--- src/rtl/muldiv_iter_if.sv ---
// Bus bundle for the iterative multiply/divide unit: request side, result side
// and a debug view of the controller state.
//
// Handshake: a request (start plus op/a/b) is accepted on a rising clk edge only
// while busy is low and flush is low. Requests offered while busy is high are
// dropped, not queued. For ops 0-3 busy rises at the accepting edge. done is a
// one-cycle pulse in the cycle after the result is written to hi/lo, and busy is
// already low in that cycle. Ops 4/5 write hi/lo at the accepting edge and never
// raise busy or done.
interface muldiv_iter_if #(
   parameter int WIDTH = 32
);
   logic             start;
   logic [2:0]       op;
   logic [WIDTH-1:0] a;
   logic [WIDTH-1:0] b;
   logic             flush;
   logic             busy;
   logic             done;
   logic             dbz;
   logic [WIDTH-1:0] hi;
   logic [WIDTH-1:0] lo;
   logic [1:0]       dbg_state;

   modport master (
      output start, op, a, b, flush,
      input  busy, done, dbz, hi, lo, dbg_state
   );

   modport slave (
      input  start, op, a, b, flush,
      output busy, done, dbz, hi, lo, dbg_state
   );
endinterface

--- src/rtl/muldiv_iter.sv ---
// Iterative MULT/MULTU/DIV/DIVU unit with its own HI/LO registers.
// One shift-add / restoring shift-subtract datapath works on operand magnitudes;
// signs are applied in a single fix-up cycle at the end.
module muldiv_iter #(
   parameter int WIDTH = 32,
   parameter int CNT_W = $clog2(WIDTH) + 1
) (
   input logic          clk,
   input logic          reset,
   muldiv_iter_if.slave bus
);
   typedef enum logic [1:0] {IDLE = 2'd0, RUN = 2'd1, FIX = 2'd2} state_t;

   state_t             state;
   state_t             state_nx;
   logic [CNT_W-1:0]   cnt;
   logic [WIDTH-1:0]   acc_hi;    // product high half / partial remainder
   logic [WIDTH-1:0]   acc_lo;    // multiplier bits / dividend-then-quotient
   logic [WIDTH-1:0]   dvs;       // multiplicand or divisor magnitude
   logic               is_div;
   logic               neg_res;
   logic               neg_rem;
   logic               div_zero;
   logic [WIDTH-1:0]   hi_q;
   logic [WIDTH-1:0]   lo_q;
   logic               done_q;
   logic               dbz_q;

   logic               accept;
   logic               md_start;
   logic               sgn_op;
   logic               a_neg;
   logic               b_neg;
   logic [WIDTH-1:0]   a_mag;
   logic [WIDTH-1:0]   b_mag;
   logic [WIDTH:0]     mul_sum;
   logic [WIDTH:0]     div_sh;
   logic [WIDTH-1:0]   div_diff;
   logic               div_ge;
   logic [2*WIDTH-1:0] prod_fix;
   logic [WIDTH-1:0]   quo_fix;
   logic [WIDTH-1:0]   rem_fix;

   // Request decode and operand magnitudes; flush in IDLE suppresses any start.
   always_comb begin
      accept   = (state == IDLE) && bus.start && !bus.flush;
      md_start = accept && !bus.op[2];
      sgn_op   = ~bus.op[0];
      a_neg    = sgn_op & bus.a[WIDTH-1];
      b_neg    = sgn_op & bus.b[WIDTH-1];
      a_mag    = a_neg ? -bus.a : bus.a;
      b_mag    = b_neg ? -bus.b : bus.b;
   end

   // One iteration step of each algorithm plus the final sign fix-up.
   // The remainder stays below the divisor, so the W-bit difference is exact.
   always_comb begin
      mul_sum  = {1'b0, acc_hi} + (acc_lo[0] ? {1'b0, dvs} : '0);
      div_sh   = {acc_hi, acc_lo[WIDTH-1]};
      div_ge   = div_sh >= {1'b0, dvs};
      div_diff = div_sh[WIDTH-1:0] - dvs;
      prod_fix = neg_res ? -{acc_hi, acc_lo} : {acc_hi, acc_lo};
      quo_fix  = div_zero ? '1 : (neg_res ? -acc_lo : acc_lo);
      rem_fix  = neg_rem ? -acc_hi : acc_hi;
   end

   // Controller state register.
   always_ff @(posedge clk or negedge reset) begin
      if (!reset) state <= IDLE;
      else        state <= state_nx;
   end

   // Next-state logic: flush returns to IDLE from RUN or FIX.
   always_comb begin
      state_nx = state;
      case (state)
         IDLE:    if (md_start) state_nx = RUN;
         RUN:     if (bus.flush) state_nx = IDLE;
                  else if (cnt == CNT_W'(1)) state_nx = FIX;
         FIX:     state_nx = IDLE;
         default: state_nx = IDLE;
      endcase
   end

   // Operand latch, iteration datapath and HI/LO/flag registers.
   always_ff @(posedge clk or negedge reset) begin
      if (!reset) begin
         cnt      <= '0;
         acc_hi   <= '0;
         acc_lo   <= '0;
         dvs      <= '0;
         is_div   <= 1'b0;
         neg_res  <= 1'b0;
         neg_rem  <= 1'b0;
         div_zero <= 1'b0;
         hi_q     <= '0;
         lo_q     <= '0;
         done_q   <= 1'b0;
         dbz_q    <= 1'b0;
      end else begin
         done_q <= 1'b0;
         case (state)
            IDLE: begin
               if (md_start) begin
                  acc_hi   <= '0;
                  acc_lo   <= bus.op[1] ? a_mag : b_mag;
                  dvs      <= bus.op[1] ? b_mag : a_mag;
                  is_div   <= bus.op[1];
                  neg_res  <= a_neg ^ b_neg;
                  neg_rem  <= a_neg;
                  div_zero <= bus.op[1] && (bus.b == '0);
                  dbz_q    <= 1'b0;
                  cnt      <= CNT_W'(WIDTH);
               end else if (accept && bus.op == 3'd4) begin
                  hi_q <= bus.a;
               end else if (accept && bus.op == 3'd5) begin
                  lo_q <= bus.a;
               end
            end
            RUN: begin
               if (!bus.flush) begin
                  cnt <= cnt - CNT_W'(1);
                  if (is_div) begin
                     acc_hi <= div_ge ? div_diff : div_sh[WIDTH-1:0];
                     acc_lo <= {acc_lo[WIDTH-2:0], div_ge};
                  end else begin
                     acc_hi <= mul_sum[WIDTH:1];
                     acc_lo <= {mul_sum[0], acc_lo[WIDTH-1:1]};
                  end
               end
            end
            FIX: begin
               if (!bus.flush) begin
                  hi_q   <= is_div ? rem_fix : prod_fix[2*WIDTH-1:WIDTH];
                  lo_q   <= is_div ? quo_fix : prod_fix[WIDTH-1:0];
                  done_q <= 1'b1;
                  dbz_q  <= div_zero;
               end
            end
            default: ;
         endcase
      end
   end

   assign bus.busy      = (state != IDLE);
   assign bus.done      = done_q;
   assign bus.dbz       = dbz_q;
   assign bus.hi        = hi_q;
   assign bus.lo        = lo_q;
   assign bus.dbg_state = state;
endmodule

--- src/flat_wrapper.sv ---
// flat-port wrapper written by rule: the top's interface ports become plain ports
module muldiv_iter_flat 
#(
   parameter int WIDTH = 32,
   parameter int CNT_W = $clog2(WIDTH) + 1
)
  (clk, reset, bus_start, bus_op, bus_a, bus_b, bus_flush, bus_busy, bus_done, bus_dbz, bus_hi, bus_lo, bus_dbg_state);
  muldiv_iter_if #(.WIDTH(WIDTH)) bus_i ();
  input logic clk;
  input logic reset;
  input wire logic [$bits(bus_i.start)-1:0] bus_start;
  input wire logic [$bits(bus_i.op)-1:0] bus_op;
  input wire logic [$bits(bus_i.a)-1:0] bus_a;
  input wire logic [$bits(bus_i.b)-1:0] bus_b;
  input wire logic [$bits(bus_i.flush)-1:0] bus_flush;
  output wire logic [$bits(bus_i.busy)-1:0] bus_busy;
  output wire logic [$bits(bus_i.done)-1:0] bus_done;
  output wire logic [$bits(bus_i.dbz)-1:0] bus_dbz;
  output wire logic [$bits(bus_i.hi)-1:0] bus_hi;
  output wire logic [$bits(bus_i.lo)-1:0] bus_lo;
  output wire logic [$bits(bus_i.dbg_state)-1:0] bus_dbg_state;
  assign bus_i.start = bus_start;
  assign bus_i.op = bus_op;
  assign bus_i.a = bus_a;
  assign bus_i.b = bus_b;
  assign bus_i.flush = bus_flush;
  assign bus_busy = bus_i.busy;
  assign bus_done = bus_i.done;
  assign bus_dbz = bus_i.dbz;
  assign bus_hi = bus_i.hi;
  assign bus_lo = bus_i.lo;
  assign bus_dbg_state = bus_i.dbg_state;
  muldiv_iter #(.WIDTH(WIDTH), .CNT_W(CNT_W)) u_core (.clk(clk), .reset(reset), .bus(bus_i));
endmodule
--- config.mk ---
export PLATFORM = sky130hd
export DESIGN_NAME = muldiv_iter_flat
export DESIGN_NICKNAME = d
export VERILOG_FILES = /design/src/rtl/muldiv_iter_if.sv /design/src/rtl/muldiv_iter.sv /design/src/flat_wrapper.sv
export SDC_FILE = /design/constraint.sdc
export NUM_CORES = 1
export LEC_CHECK = 0
export BUFFER_PORTS_ARGS = -buffer_cell sky130_fd_sc_hd__buf_2
export CAP_MARGIN = 25
export CORE_ASPECT_RATIO = 0.9
export CORE_UTILIZATION = 63
export DETAILED_ROUTE_END_ITERATION = 6
export PLACE_DENSITY = 0.81
export SKIP_LAST_GASP = 1
export SYNTH_ARGS = -nofsm -noshare
export SYNTH_HDL_FRONTEND = slang
export SYNTH_SLANG_ARGS = --single-unit
--- constraint.sdc ---
create_clock -name clk -period 8.2 [get_ports clk]
set_input_delay 0.82 -clock clk [delete_from_list [all_inputs] [get_ports clk]]
set_output_delay 0.82 -clock clk [all_outputs]
set_load 0.05 [all_outputs]
# Word-level counts from Yosys, hierarchy flattened
# Index checks and enable logic that the tools add are counted.
dict set report classes {
  add_sub_neg 8
  order_cmp 1
  n_eq_ne 13
  mux 41
  reduce_logical 19
  bitwise_logic 4
}
# op count
set op_table {}
lappend op_table {{32-bit two-way mux} 24}
lappend op_table {{32-bit case mux with 2 select lines} 4}
lappend op_table {{32-bit negation} 4}
lappend op_table {{64-bit two-way mux} 1}
lappend op_table {{64-bit negation} 1}
lappend op_table {{32-bit by 33-bit adder with 33-bit output} 1}
lappend op_table {{33-bit by 32-bit >= comparator with 1-bit output} 1}
lappend op_table {{32-bit logical NOT} 1}
lappend op_table {{32-bit subtractor} 1}
lappend op_table {{6-bit two-way mux} 2}
lappend op_table {{2-bit inequality test (second input constant)} 6}
lappend op_table {{6-bit case mux with 2 select lines} 1}
lappend op_table {{3-bit == test (second input constant)} 2}
lappend op_table {{6-bit by 1-bit == test with 1-bit output (second input constant)} 1}
lappend op_table {{1-bit logical AND} 6}
lappend op_table {{2-bit two-way mux} 3}
lappend op_table {{3-bit AND reduction} 2}
lappend op_table {{2-bit nonzero test} 3}
lappend op_table {{6-bit by 1-bit subtractor with 6-bit output (second input constant)} 1}
lappend op_table {{5-bit AND reduction} 1}
lappend op_table {{1-bit two-way mux} 4}
lappend op_table {{2-bit case mux with 2 select lines} 1}
lappend op_table {{2-bit AND reduction} 2}
lappend op_table {{4-bit AND reduction} 1}
lappend op_table {{10 further kinds} 12}
dict set report totals {
  in_bits 71
  output_inout_bits 69
  wordCells 99
  register_bits 174
}

# Depth between registers and ports, before layout
# Gate-level depths: netlist of the first run.
dict set report depth {
  ltp_word 8
  depth_mapped 14
  ltp_nobuf 13
}

# Worst setup path before layout of the first run
# OpenSTA, ideal clock, no wires.
dict set report synth_path {
  kind {register -> register}
  from {register u_core.acc_lo[0]}
  to {register u_core.acc_hi[27]}
  period_less_slack_ns 3.413
  path_slack_ns 4.787
  path_stages_with_launch 15
  setup_time_ns 0.147
  path_buffers 2
  arrival_ns 3.266
  required_time_ns 8.053
  cell_sequence {dfrtp_1 > inv_1 > clkbuf_1 > nor2_1 > ha_1 > clkbuf_1 > a211o_1 > o211ai_1 > a21oi_1 > a311o_1 > or2_1 > a211oi_1 > mux2_2 > a32oi_1 > a31oi_1}
}
dict set report synth_between {
  elab_chain_len 5
}
# element line
set synth_lines {}
lappend synth_lines {{from (decl)} muldiv_iter.sv:18} ;# logic [WIDTH-1:0] acc_lo;
lappend synth_lines {{from (signal assigned)} muldiv_iter.sv:106} ;# acc_lo <= bus.op[1] ? a_mag : b_mag;
lappend synth_lines {{from (signal assigned)} muldiv_iter.sv:125} ;# acc_lo <= {acc_lo[WIDTH-2:0], div_ge};
lappend synth_lines {{from (signal assigned)} muldiv_iter.sv:128} ;# acc_lo <= {mul_sum[0], acc_lo[WIDTH-1:1]};
lappend synth_lines {{32-bit two-way mux} muldiv_iter.sv:58} ;# mul_sum = {1'b0, acc_hi} + (acc_lo[0] ? {1'b0, dvs} : '0);
lappend synth_lines {{32-bit by 33-bit adder with 33-bit output} muldiv_iter.sv:58}
lappend synth_lines {{32-bit two-way mux} muldiv_iter.sv:123} ;# if (is_div) begin
lappend synth_lines {{32-bit two-way mux} muldiv_iter.sv:121} ;# if (!bus.flush) begin
lappend synth_lines {{32-bit case mux with 2 select lines} muldiv_iter.sv:102} ;# case (state)
lappend synth_lines {{to (signal assigned)} muldiv_iter.sv:124} ;# acc_hi <= div_ge ? div_diff : div_sh[WIDTH-1:0];
lappend synth_lines {{to (signal assigned)} muldiv_iter.sv:127} ;# acc_hi <= mul_sum[WIDTH:1];
lappend synth_lines {{to (decl)} muldiv_iter.sv:17} ;# logic [WIDTH-1:0] acc_hi;
# Every way passes these cells. The select of a mux whose other input is x is not followed.
# A chain may end at the register's enable or synchronous reset.

# Worst setup path after layout of the first run
# Same ends and word-level chain as after synthesis.

==> metrics, run 1 <==
critical path class=flip-flop to flip-flop; #FFs+latches synth=approximately 170; Cell Count, Final, Fillers Out=2367; leakage power=7.463 nW; Synth Net Count=2142; ranking of synthesized cells by area=dfrtp_1, xnor2_1, a21oi_1, o21ai_0, ha_1; Tcrit/Tclk final=49.39%; mux cell area share after synthesis=5.017%; largest net degree at the start of global routing=107; TritonCTS clock tree=done; ys flop type=dfrtp_1; Antenna diodes=0; # hold bufs at CTS=0; root buf cell=clkbuf_16; Final Hold Viols=0; max_cap viols=0; Detailed Route WL=~56000 um; top cell type's share of synthesized area=approximately 29%; CP startpoint kind=flip-flop; VDD IR-drop max=between 0.0002 and 0.0003 V; clock share of power=13.0%; Max stage delay on crit path=0.46 ns; largest family of logic cells by synthesized area=compound AO/OA/AOI/OAI gates; run status=complete, but fails checks; worst path buffer plus inverter count=2; Top delay family on crit path=compound AO/OA/AOI/OAI gates; WL/cell=roughly 24 um; Seq/Total Area, Yosys=28.53%; failing checks=design-rule violations; Cells after DPL=2333; PwrDens=~380 nW/um2; Post-Syn Area=15260 um2; Iter 0 DRT Violations=2434; Die ar.=24850 um2; fin worst setup slack=4.150 ns; DRT Pass-1 Iters=7; CTS Buf Count=17; adder-cell share of the synthesized area=6.001%; Post-CTS Resized=0; Worst-Skew Late Latency=approximately 0.45 ns; Worst Skew=0.02414 ns; global placement routability congestion=1.018; Vias/cell=6.844; Die Y=149.7 um; Clock Path Buffers=2; Mapped Cells=approximately 2000; Yosys warning count=0; DP Wirelength=about 42000 um; reg2reg path depth=13; Critical Path RT=8.49 ns; Critical Path Stages=13; dpl ws=4.296 ns; DIE WIDTH=166.1 um; RSZ-0062 raised after global routing=no; core area=23540 um2; # setup viols final=0; critical path data arrival time=4.34 ns; row count=53; compound-cell area share of the yosys netlist=24.95%; Synth Area in Simple Gates=20.72%; average size of a mapped cell=7.635 um2; drc violations=25; number of global-route vias before repair=14550; Initial Util=64.83%; crit-path max FO=30; final setup TNS=0 ns; clk sink count=approximately 170; Hold/Removal Path Class=primary input to asynchronous set/reset pin; Final #Nets=2196; Switching Share=between 50% and 60%; share of cells above drive strength 1=a little over a tenth; Slew HR=31.63%; # IOs=between 100 and 150; switching pwr=3.356 mW; grt ovf=0; Tightest Pin Transition=1.023 ns; Critical-path top delay cell=dfrtp_1; Final ANT Viol Nets=0; antenna violations before repair=0; Int Pwr=2.924 mW; H-tree depth=4; minimum clock period=4.050 ns; post-synth cell types=81; Final Core Density=70.76%; fmax=246.9 MHz; PortBufs=139; post-CTS setup buffer count=0; wire length of the first global-routing pass=85150 um; fin. max-slew vios=0; critical path, cell by cell=inv_1 -> buf_4 -> nor2_1 -> ha_1 -> a211o_1 -> o211ai_1 -> a21oi_1 -> a311o_1 -> or2_1 -> a211oi_1 -> mux2_2 -> a32oi_1 -> a31oi_1; Yosys top cell by area=dfrtp_1; EDFF count, synth=0; clk slew on worst S/H paths=0.08 ns; Area Growth Syn to Fin=9.149%; CP Capture Type=flip-flop; total number of vias=16200; Gate power share=60.5%; XOR/XNOR Fraction of Synth Area=9.813%; GRT Overall Usage=a little under half; Reg power frac=26.5%; asr flop ratio synth=100.0%
flip-flops by register name (all words and copies together) (netlist names), 2 cells and up:
register / flops
u_core.bus.dbg_state: 2
u_core.acc_hi: 32
u_core.acc_lo: 32
u_core.bus.hi: 32
u_core.bus.lo: 32
u_core.dvs: 32
u_core.cnt: 6
synth_stat cells (14+ instances only):
master    instances
nor2_1          209
nor3_1           51
nand2b_1         17
ha_1             70
clkbuf_1        117
nand4_1          14
inv_1            74
o22ai_1          36
xor2_1           55
dfrtp_1         174
xnor2_1         116
mux2i_1          72
a22oi_1          21
nor4_1           17
a31oi_1          20
a21o_1           33
o21ai_0         178
nand2_1         231
o21ai_1          27
nand3_1          36
nor2b_1          17
a21oi_1         183
o31ai_1          26
cell type report:
| class | instances | area [um2] |
|---|---|---|
| fillers | 1930 | 6883 |
| flip-flops and latches | 174 | 4355 |
| inverters | 75 | 281.5 |
| clock buffers | 20 | 446.7 |
| multi-input cells | 1626 | 10170 |
| repair buffers | 159 | 912.1 |
| well taps | 302 | 377.9 |
| clock inverters | 11 | 110.1 |
worst paths after layout:
path / slack (ns) / startpoint / to
worst min register to register: 0.48 / u_core.bus.lo[12] / u_core.bus.lo[12]
worst min-delay path: 0.14 / reset / u_core.bus.hi[25]
worst max-delay path: 4.15 / u_core.acc_lo[0] / u_core.acc_hi[27]
worst max register to register: 4.15 / u_core.acc_lo[0] / u_core.acc_hi[27]
max in group asynchronous: 6.73 / reset / u_core.cnt[5]
min in group clk: 0.48 / u_core.bus.lo[12] / u_core.bus.lo[12]
routing by layer:
layer / track usage (%) / share of wire, % / wire (um)
met5: 0 / 0 / 0
met4: 16.78 / 3.7 / 2092
met3: 13.89 / 15 / 8121
met2: 61.88 / 40 / 22150
met1: 65.40 / 42 / 23550
power groups by stage:
| stage | combinational (mW) | clock [mW] | sequential, mW |
|---|---|---|---|
| after floorplan | 2.51 | 0 | 1.75 |
| after global placement | 3.61 | 0 | 1.62 |
| after detailed placement | 3.67 | 0 | 1.63 |
| after CTS | 3.69 | 0.816 | 1.62 |
| after global routing | 4.11 | 0.849 | 1.67 |
| final | 3.80 | 0.819 | 1.66 |
placed cells by master, fill, tap and decap left out, types with 12 or more instances in the layout:
cell	netlist	final
o31ai_1	26	26
o22ai_1	36	36
xnor2_1	116	116
nand4_1	14	14
xor2_1	55	55
o41ai_1	12	12
o211ai_1	12	12
mux2i_1	72	72
clkbuf_16	0	17
nor2b_1	17	15
o221ai_1	12	12
ha_1	70	70
nand2_1	231	230
dfrtp_1	174	173
a31oi_1	20	20
nand3_1	36	36
o21ai_0	178	178
buf_2	3	138
inv_1	74	74
nor2_1	209	207
o21ai_1	27	27
buf_4	0	16
a21o_1	33	33
nor4_1	17	17
nor3_1	51	51
a22oi_1	21	21
nand2b_1	17	16
a21oi_1	183	183
or3_1	12	12
metrics by stage:
| stage | total power, mW | cell area, um2 | hold WS (ns) |
|---|---|---|---|
| 2_1_floorplan | 4.256 | 15260 | 0.4498 |
| 3_3_place_gp | 5.230 | 16010 | 0.4535 |
| 3_5_place_dp | 5.304 | 16030 | 0.4653 |
| 4_1_cts | 6.127 | 16580 | 0.4817 |
| 5_1_grt | 6.629 | 16660 | 0.1418 |
| 6_report | 6.280 | 16660 | 0.1421 |
logic make-up after synthesis:
logic type,count (synthesis)
AO/OA/AOI/OAI,631
XOR/XNOR,171
adder cells (fa/ha/maj),72
buffers and inverters,199
flip-flops,174
multiplexers,76
AND/OR/NAND/NOR,676
No activity file was read; power rests on OpenSTA's default activity.
==> inputs of run 2 (changes only) <==
--- a/config.mk
+++ b/config.mk
@@ -8,9 +8,9 @@
 export BUFFER_PORTS_ARGS = -buffer_cell sky130_fd_sc_hd__buf_2
 export CAP_MARGIN = 25
 export CORE_ASPECT_RATIO = 0.9
-export CORE_UTILIZATION = 63
+export CORE_UTILIZATION = 62
 export DETAILED_ROUTE_END_ITERATION = 6
-export PLACE_DENSITY = 0.81
+export PLACE_DENSITY = 0.8
 export SKIP_LAST_GASP = 1
 export SYNTH_ARGS = -nofsm -noshare
 export SYNTH_HDL_FRONTEND = slang
==> constraint.sdc (replaced) <==
create_clock -name clk -period 4.2 [get_ports clk]
set_input_delay 0.42 -clock clk [delete_from_list [all_inputs] [get_ports clk]]
set_output_delay 0.42 -clock clk [all_outputs]
set_load 0.05 [all_outputs]
==> metrics, run 2 (synthesis gave the netlist of run 1 again) <==
critical path data arrival time=4.17 ns (was 4.34 ns); total number of vias=16230 (was 16200); core area=24190 um2 (was 23540 um2); largest net degree at the start of global routing=106 (was 107); Hold/Removal Path Class=primary input to asynchronous set/reset pin (unchanged); clk slew on worst S/H paths=0.08 ns (about the same); CTS Buf Count=17 (unchanged); CP startpoint kind=flip-flop (unchanged); Vias/cell=6.777 (was 6.844); DIE WIDTH=167.4 um (was 166.1 um); final setup TNS=0 ns (unchanged); Detailed Route WL=56310 um (was 55910 um); wire length of the first global-routing pass=83540 um (was 85150 um); Die Y=150.8 um (was 149.7 um); # setup viols final=0 (unchanged); minimum clock period=3.865 ns (was 4.050 ns); critical path, cell by cell=inv_1 -> buf_4 -> nor2_1 -> ha_1 -> a21oi_1 -> o21ai_0 -> a21oi_1 -> a21oi_1 -> nor3_1 -> o31ai_1 -> nor4b_1 -> o41ai_1 -> a22oi_1 (was inv_1 -> buf_4 -> nor2_1 -> ha_1 -> a211o_1 -> o211ai_1 -> a21oi_1 -> a311o_1 -> or2_1 -> a211oi_1 -> mux2_2 -> a32oi_1 -> a31oi_1); Slew HR=31.02% (was 31.63%); number of global-route vias before repair=14160 (was 14550); critical path class=flip-flop to flip-flop (unchanged); DRT Pass-1 Iters=6 (was 7); WL/cell=23.52 um (was 23.62 um); Final ANT Viol Nets=0 (unchanged); worst path buffer plus inverter count=2 (unchanged); row count=54 (was 53); Clock Path Buffers=2 (unchanged); fmax=258.7 MHz (was 246.9 MHz); switching pwr=6.652 mW (was 3.356 mW); Tightest Pin Transition=1.033 ns (was 1.023 ns); Iter 0 DRT Violations=2207 (was 2434); Final Hold Viols=0 (unchanged); leakage power=7.599 nW (was 7.463 nW); Pwr Total=12.54 mW (was 6.280 mW); Worst Skew=0.01623 ns (was 0.02414 ns); Area Growth Syn to Fin=10.42% (was 9.149%); commonest non-fill, non-tap cell in the layout=nand2_1 (unchanged); # IOs=140 (unchanged); Max stage delay on crit path=0.46 ns (about the same); H-tree depth=4 (unchanged); PwrDens=743.9 nW/um2 (was 377.0 nW/um2); Reg power frac=24.8% (was 26.5%); Die ar.=25250 um2 (was 24850 um2); Int Pwr=5.884 mW (was 2.924 mW); antenna violations before repair=0 (unchanged); clk sink count=174 (unchanged); GRT Overall Usage=43.92% (was 45.00%); # hold bufs at CTS=0 (unchanged); Critical Path RT=4.51 ns (was 8.49 ns); drc violations=0 (was 25); Gate power share=61.4% (was 60.5%); DP Wirelength=43110 um (was 42080 um); Final #Nets=2216 (was 2196); PortBufs=139 (unchanged); max_cap viols=0 (unchanged); TritonCTS clock tree=done (unchanged); Critical-path top delay cell=dfrtp_1 (unchanged); post-CTS setup buffer count=0 (unchanged); crit-path max FO=11 (was 30); root buf cell=clkbuf_16 (unchanged); Worst-Skew Late Latency=0.45 ns (about the same); Initial Util=63.10% (was 64.83%); share of cells above drive strength 1=11.74% (was 10.80%); VDD IR-drop max=0.0006628 V (was 0.0002960 V); fin. max-slew vios=0 (unchanged); Antenna diodes=0 (unchanged); Top delay family on crit path=compound AO/OA/AOI/OAI gates (unchanged); Switching Share=53.06% (was 53.44%); CP Capture Type=flip-flop (unchanged); run status=complete, no violations (was complete, but fails checks); RSZ-0062 raised after global routing=no (unchanged); grt ovf=0 (unchanged); most frequent cells in the layout=nand2_1, nor2_1, a21oi_1, o21ai_0, dfrtp_1 (unchanged); Tcrit/Tclk final=92.03% (was 49.39%); global placement routability congestion=1.052 (was 1.018); Post-CTS Resized=0 (unchanged); Most Frequent Cell on Critical Path=a21oi_1; clock share of power=13.8% (was 13.0%)
==> run 2: cell count changes in the layout (fill, tap and decap cells not counted), moves of 2 or more <==
cell / before / now
buf_16: 2 / 0
buf_12: 1 / 3
clkinv_4: 0 / 3
buf_4: 16 / 37
inv_8: 1 / 5
clkbuf_1: 2 / 0
clkinvlp_4: 5 / 1
==> run 2: worst paths after layout <==
kind / from / cells past startpoint / slack, ns / endpoint
worst min register to register: u_core.bus.lo[28] / 2 / 0.48 / u_core.bus.lo[28]
worst max register to register: u_core.acc_lo[0] / 13 / 0.33 / u_core.acc_hi[30]
worst min-delay path: reset / 1 / 0.02 / u_core.acc_hi[29]
max in group asynchronous: reset / 2 / 3.20 / u_core.acc_lo[13]
min in group clk: bus_op[0] / 2 / 0.31 / u_core.neg_res
worst max-delay path: u_core.acc_lo[0] / 13 / 0.33 / u_core.acc_hi[30]
==> run 2: metrics by stage <==
stage          instance area, um2  std cells  utilization (%)  hold slack (ns)  setup WS (ns)
6_report                    16850       2394            69.67          0.02156         0.3348
5_1_grt                     16850       2394            69.67           0.1101         0.1274
4_1_cts                     16830       2393            69.59          0.08076         0.4706
3_5_place_dp                16210       2361            67.03           0.4662         0.4900
3_3_place_gp                16210       2361            67.03           0.4554         0.5321
2_1_floorplan               15260       1999                -           0.1244         0.7871
==> run 2: routing by layer <==
layer	up-vias	track usage (%)	part of all wire, %
met5	-	2.767	0.16
met4	2	14.86	3.6
met3	151	12.44	14
met2	1181	62.73	40
met1	7547	63.05	42
li1	7344	-	-
==> run 2: final cells by class <==
type	instances	area (um2)
Sequential cell	174	4355
Tap cell	308	385.4
Fill cell	2054	7336
Clock inverter	15	192.7
Timing Repair Buffer	179	1040
Multi-Input combinational cell	1626	10170
Clock buffer	17	425.4
Inverter	75	281.5
==> run 2: power by group through the flow <==
stage	logic (mW)	registers, mW	clock network (mW)
final	7.69	3.11	1.74
after CTS	7.48	3.04	1.72
after floorplan	4.90	3.41	0
after global routing	8.26	3.14	1.78
after global placement	7.33	3.04	0
after detailed placement	7.43	3.07	0
